`src/rtl/c_mod_stream_pkg.sv`:
```
// Shared types and defaults for the two-source stream arbiter.
package c_mod_stream_pkg;

    localparam int unsigned DATA_W_DEF  = 8;
    localparam int unsigned MAX_LEN_DEF = 1024;
    localparam int unsigned CNT_W       = 16;

    typedef enum logic [1:0] {
        ST_IDLE  = 2'd0,
        ST_XFER  = 2'd1,
        ST_DRAIN = 2'd2
    } state_t;

endpackage

```
`src/rtl/c_mod_rr_arb2.sv`:
```
// Two-requester round-robin selector: on a tie the source that did not win last time is picked.
module c_mod_rr_arb2 (
    input  logic [1:0] req,
    input  logic       last_grant,
    output logic       grant
);

    // Tie goes to the non-last winner; otherwise the sole requester (0 when idle).
    always_comb begin
        grant = 1'b0;
        if (req == 2'b11) begin
            grant = ~last_grant;
        end else if (req[1]) begin
            grant = 1'b1;
        end
    end

endmodule

```
`src/rtl/c_mod_stream_arbiter.sv`:
```
// Packet-level arbiter merging two Avalon-ST sources onto a ready-less sink,
// with truncation at MAX_LEN beats and discard of stray (sop-less) packets.
module c_mod_stream_arbiter
    import c_mod_stream_pkg::*;
#(
    parameter int unsigned DATA_W  = DATA_W_DEF,
    parameter int unsigned MAX_LEN = MAX_LEN_DEF
) (
    input  logic              clk,
    input  logic              reset,
    input  logic              s0_valid,
    input  logic              s0_sop,
    input  logic              s0_eop,
    input  logic [DATA_W-1:0] s0_data,
    output logic              s0_ready,
    input  logic              s1_valid,
    input  logic              s1_sop,
    input  logic              s1_eop,
    input  logic [DATA_W-1:0] s1_data,
    output logic              s1_ready,
    output logic              out_valid,
    output logic              out_sop,
    output logic              out_eop,
    output logic [DATA_W-1:0] out_data,
    output logic [CNT_W-1:0]  pkt_count,
    output logic [CNT_W-1:0]  trunc_count
);

    localparam int unsigned BEAT_W = $clog2(MAX_LEN + 1);

    state_t              state_q, state_d;
    logic                grant_q, grant_d;
    logic                last_grant_q, last_grant_d;
    logic [BEAT_W-1:0]   beat_cnt_q, beat_cnt_d;
    logic                s0_ready_q, s0_ready_d;
    logic                s1_ready_q, s1_ready_d;
    logic                out_valid_q, out_valid_d;
    logic                out_sop_q, out_sop_d;
    logic                out_eop_q, out_eop_d;
    logic [DATA_W-1:0]   out_data_q, out_data_d;
    logic [CNT_W-1:0]    pkt_count_q, pkt_count_d;
    logic [CNT_W-1:0]    trunc_count_q, trunc_count_d;

    logic                arb_grant;
    logic                g_valid, g_sop, g_eop, g_ready, beat_fire;
    logic [DATA_W-1:0]   g_data;
    logic                first_beat, at_limit;

    c_mod_rr_arb2 u_rr_arb2 (
        .req        ({s1_valid, s0_valid}),
        .last_grant (last_grant_q),
        .grant      (arb_grant)
    );

    // Select the granted source's handshake and payload.
    always_comb begin
        g_valid   = grant_q ? s1_valid   : s0_valid;
        g_sop     = grant_q ? s1_sop     : s0_sop;
        g_eop     = grant_q ? s1_eop     : s0_eop;
        g_data    = grant_q ? s1_data    : s0_data;
        g_ready   = grant_q ? s1_ready_q : s0_ready_q;
        beat_fire = g_valid & g_ready;
        first_beat = (beat_cnt_q == '0);
        at_limit   = ((beat_cnt_q + BEAT_W'(1)) == BEAT_W'(MAX_LEN));
    end

    // Next-state, forwarding and counter logic.
    always_comb begin
        state_d       = state_q;
        grant_d       = grant_q;
        last_grant_d  = last_grant_q;
        beat_cnt_d    = beat_cnt_q;
        out_valid_d   = 1'b0;
        out_sop_d     = 1'b0;
        out_eop_d     = 1'b0;
        out_data_d    = out_data_q;
        pkt_count_d   = pkt_count_q;
        trunc_count_d = trunc_count_q;

        unique case (state_q)
            ST_IDLE: begin
                beat_cnt_d = '0;
                if (s0_valid || s1_valid) begin
                    grant_d = arb_grant;
                    state_d = ST_XFER;
                end
            end
            ST_XFER: begin
                if (beat_fire) begin
                    if (first_beat && !g_sop) begin
                        // A stray beat that also ends the packet leaves nothing to drain.
                        if (g_eop) begin
                            last_grant_d = grant_q;
                            state_d      = ST_IDLE;
                        end else begin
                            state_d = ST_DRAIN;
                        end
                    end else begin
                        out_valid_d = 1'b1;
                        out_sop_d   = first_beat;
                        out_data_d  = g_data;
                        beat_cnt_d  = beat_cnt_q + BEAT_W'(1);
                        if (g_eop) begin
                            out_eop_d    = 1'b1;
                            pkt_count_d  = pkt_count_q + CNT_W'(1);
                            last_grant_d = grant_q;
                            state_d      = ST_IDLE;
                        end else if (at_limit) begin
                            out_eop_d     = 1'b1;
                            trunc_count_d = trunc_count_q + CNT_W'(1);
                            state_d       = ST_DRAIN;
                        end
                    end
                end
            end
            ST_DRAIN: begin
                if (beat_fire && g_eop) begin
                    last_grant_d = grant_q;
                    state_d      = ST_IDLE;
                end
            end
            default: begin
                state_d = ST_IDLE;
            end
        endcase

        // Ready follows the upcoming state so it is already valid in the first XFER cycle.
        s0_ready_d = (state_d != ST_IDLE) && !grant_d;
        s1_ready_d = (state_d != ST_IDLE) &&  grant_d;
    end

    // State and output registers.
    always_ff @(posedge clk) begin
        if (reset) begin
            state_q       <= ST_IDLE;
            grant_q       <= 1'b0;
            last_grant_q  <= 1'b1;
            beat_cnt_q    <= '0;
            s0_ready_q    <= 1'b0;
            s1_ready_q    <= 1'b0;
            out_valid_q   <= 1'b0;
            out_sop_q     <= 1'b0;
            out_eop_q     <= 1'b0;
            out_data_q    <= '0;
            pkt_count_q   <= '0;
            trunc_count_q <= '0;
        end else begin
            state_q       <= state_d;
            grant_q       <= grant_d;
            last_grant_q  <= last_grant_d;
            beat_cnt_q    <= beat_cnt_d;
            s0_ready_q    <= s0_ready_d;
            s1_ready_q    <= s1_ready_d;
            out_valid_q   <= out_valid_d;
            out_sop_q     <= out_sop_d;
            out_eop_q     <= out_eop_d;
            out_data_q    <= out_data_d;
            pkt_count_q   <= pkt_count_d;
            trunc_count_q <= trunc_count_d;
        end
    end

    assign s0_ready    = s0_ready_q;
    assign s1_ready    = s1_ready_q;
    assign out_valid   = out_valid_q;
    assign out_sop     = out_sop_q;
    assign out_eop     = out_eop_q;
    assign out_data    = out_data_q;
    assign pkt_count   = pkt_count_q;
    assign trunc_count = trunc_count_q;

endmodule

```
`config.mk`:
```
export PLATFORM = sky130hd
export DESIGN_NAME = c_mod_stream_arbiter
export DESIGN_NICKNAME = d
export VERILOG_FILES = /design/src/rtl/c_mod_stream_pkg.sv /design/src/rtl/c_mod_rr_arb2.sv /design/src/rtl/c_mod_stream_arbiter.sv
export SDC_FILE = /design/constraint.sdc
export NUM_CORES = 1
export LEC_CHECK = 0
export ABC_CLOCK_PERIOD_IN_PS = 2600
export CAP_MARGIN = 20
export CORE_UTILIZATION = 50
export DETAILED_ROUTE_END_ITERATION = 12
export PLACE_DENSITY = 0.76
export SLEW_MARGIN = 20
export SYNTH_ARGS = -nofsm -noshare
export SYNTH_HDL_FRONTEND = slang
export SYNTH_SLANG_ARGS = --single-unit
```
`constraint.sdc`:
```
create_clock -name clk -period 2.6 [get_ports clk]
set_clock_uncertainty 0.15 [all_clocks]
set_input_delay 0.52 -clock clk [delete_from_list [all_inputs] [get_ports clk]]
set_output_delay 0.52 -clock clk [all_outputs]
set_load 0.02 [all_outputs]
```
==> impl_metrics.yaml <==
clocking:
  clkSinkCount: 60
  clock_path_buffers: 2
  cts-hold-fix-buffers: 0
  cts_buffers: 9
  cts_setup_buffers: 0
  insertion_delay_ns: 0.33
  htree_levels: 3
  cts_tree: "yes"
  clkTransAtPathRegs_ns: 0.07
  cts-root-buf: "clkbuf_8"
  cts_resized: 0
timing:
  finalSetupTns_ns: 0
  setup_viol: 0
  fmax_mhz: 413
  final.period_utilization_pct: 93.2
  timing_hold_violations_final: 0
  slew_viol_final: 0
  fin_crit_ns: 2.42
  worstMarginPinSlew_ns: 0.707
  slew-limit-headroom_pct: 52.9
  rsz0062_at_grt: "no"
global_routing:
  grt_usage_pct: 24.9
  use_met1_pct: 32.2
  antenna_found_initial: 0
  grt_pass1_vias: 2841
  grt_max_degree: 46
  use_met3_pct: 7.27
  grt_busiest_layer: "met2"
  grt_util_met2_pct: 39.7
  grt_pass1_wl_um: 12800
  grt-ovfl-total: 0
critical_path:
  worst-endpoint-required_ns: 2.71
  start_kind: "flip-flop"
  endpoint_kind: "flip-flop"
  path_class: "flip-flop to flip-flop"
  max_stage_delay_ns: 0.47
  r2r_slack_ns: 0.18
  cp_cell_sequence: "ha_1 -> nor4bb_1 -> and3_1 -> o2111ai_2 -> buf_12 -> or4_1 -> a21oi_1"
  crit_family: "simple AND/OR/NAND/NOR gates"
  arrival_ns: 2.54
  cpMaxStageDelayCell: "or4_1"
  crit_buf_inv: 1
  path_max_fanout: 30
yosys:
  synth_top_area_share_pct: 39.0
  dominantRegCellSynth: "dfxtp_1"
  seq_area_frac_synth_pct: 39.0
  synth_edf_count: 0
  yosysWarnings: 0
  yosysTopAreaCell: "dfxtp_1"
  synth_fp_nets: 393
  post_synth.cell_area_avg_um2: 8.44
  syn-cell-area_um2: 3080
  ys_seq_elements: 60
  synthTopCellsByArea: "dfxtp_1 39%, a21oi_1 4.1%, mux2i_1 3.6%"
  async_flop_share_pct: 0
  synth_cell_type_count: 56
  synth_cells: 365
power_and_ir_drop:
  combPwrFrac_pct: 9.1
  clkPwrFrac_pct: 42.9
  p_seq_share_pct: 48.0
  vdd_drop_max_uv: 273
  powerDensity_nw_per_um2: 477
  p_sw_mw: 0.455
  p_int_mw: 1.51
  swShare_pct: 23.2
  finalPower_mw: 1.96
  leakage_nw: 1.36
final_layout:
  fill_cells: 494
  drive_above_1_share_pct: 11.0
  fin_util_pct: 69.5
  antenna_cells: 0
  area_growth_pct: 33.6
  layout.nets: 469
  final_area_um2: 4110
route:
  wl_per_cell_um: 14.8
  drt_wl_total_um: 7660
  first_iter_violations: 210
  drcViolationCount: 0
  dr_total_vias: 3106
  drtPass1Iterations: 4
  drt-vias-per-instance: 5.98
  ant_nets: 0
hold_path:
  worstHoldPathType: "flip-flop to flip-flop"
floorplanning:
  die_area_um2: 6480
  die_w_um: 80.5
  rows: 28
  io_pins: 69
  core_um2: 5920
  initial_core_util_pct: 52.0
  fp.dieH_um: 80.5
flow_run:
  max_cap_violations: 0
placement:
  post_dp_cell_area_um2: 3920
  dpl.hpwl_um: 5270
  place.gp.congestion: 0.822
  io_buffers: 68
run_status:
  run_status: "completed"
==> cell usage in the layout, fill, tap and decap left out, drive strengths merged, types with 12 or more instances in the layout <==
cell           synthesis  layout
o21ai                 18      18
or4                   13      13
buf                    9      20
dfxtp                 60      60
clkbuf                14      12
nand4                 17      17
clkdlybuf4s50          0      68
inv                   14      14
a21oi                 25      25
nor2                  25      25
nand2                 19      19
nand3                 23      23
==> synth_stat cells (5+ instances only) <==
library cell  count
dfxtp_1          60
a21oi_1          25
nor2_1           24
nand3_1          22
nand2_1          19
nand4_1          16
o21ai_0          16
clkbuf_1         14
inv_1            14
or4_1            13
mux2i_1          11
o31ai_1          11
or3_1            10
a211oi_1          9
nor3_1            9
and3_1            8
buf_2             7
or2_2             6
o41ai_1           5
==> power groups by stage <==
stage                     Clock, mW  Combinational [mW]  Sequential [mW]
after floorplan                   0              0.0844            0.968
after global placement            0               0.176            0.962
after detailed placement          0               0.179            0.962
after CTS                     0.855               0.179            0.941
after global routing          0.896               0.196            0.943
final                         0.841               0.179            0.941
==> worst register-to-register path, cell delays in order, from the launching register on <==
cell and delay (ns):
dfxtp_1 0.40, ha_1 0.29, nor4bb_1 0.28, and3_1 0.23, o2111ai_2 0.15, buf_12 0.21
or4_1 0.48, a21oi_1 0.16
==> worst paths after layout <==
path | cells past startpoint | endpoint | from
setup / recovery | 7 | trunc_count[12] | beat_cnt_q[0]
hold reg to reg | 2 | last_grant_q | last_grant_q
setup reg to reg | 7 | trunc_count[12] | beat_cnt_q[0]
hold / removal | 2 | last_grant_q | last_grant_q
==> sequential cells by signal, summed over array words and instances, names as in the netlist <==
name	flops
pkt_count	16
out_eop	1
out_sop	1
out_valid	1
out_data	8
beat_cnt_q	11
grant_q	1
state_q	2
last_grant_q	1
s0_ready	1
trunc_count	16
s1_ready	1
==> through the flow <==
step                      hold WS, ns  instances  worst slack (ns)
after CTS                       0.335        519             0.187
after global routing            0.345        519            0.0459
after global placement          0.310        505            0.0295
final                           0.331        519             0.178
after detailed placement        0.319        505           -0.0389
after floorplan                 0.291        365             0.432
==> per-layer routing <==
| layer | up-vias | part of all wire (%) |
|---|---|---|
| li1 | 1536 | - |
| met1 | 1489 | 47 |
| met2 | 72 | 46 |
| met3 | 9 | 5.7 |
| met4 | 0 | 0.89 |
| met5 | - | 0 |
==> cell families after synthesis <==
logic type | Yosys count | share of synthesized area [%]
DFF | 60 | 39.0
buffers and inverters | 38 | 5.40
muxes | 14 | 4.79
adders and majority gates | 4 | 1.63
xor gates and xnor gates | 4 | 1.14
AOI/OAI and AO/OA | 95 | 20.6
and+or+nand+nor | 150 | 27.4
==> cell type report <==
cell class | instances | area (um2) | area share [%]
clock buffers | 12 | 155 | 3.77
clock inverters | 2 | 35.0 | 0.852
inverters | 15 | 56.3 | 1.37
multi-input cells | 267 | 1720 | 41.7
flip-flops and latches | 60 | 1200 | 29.2
well taps | 75 | 93.8 | 2.28
repair buffers | 88 | 856 | 20.8
No activity file was read; power rests on OpenSTA's default activity.
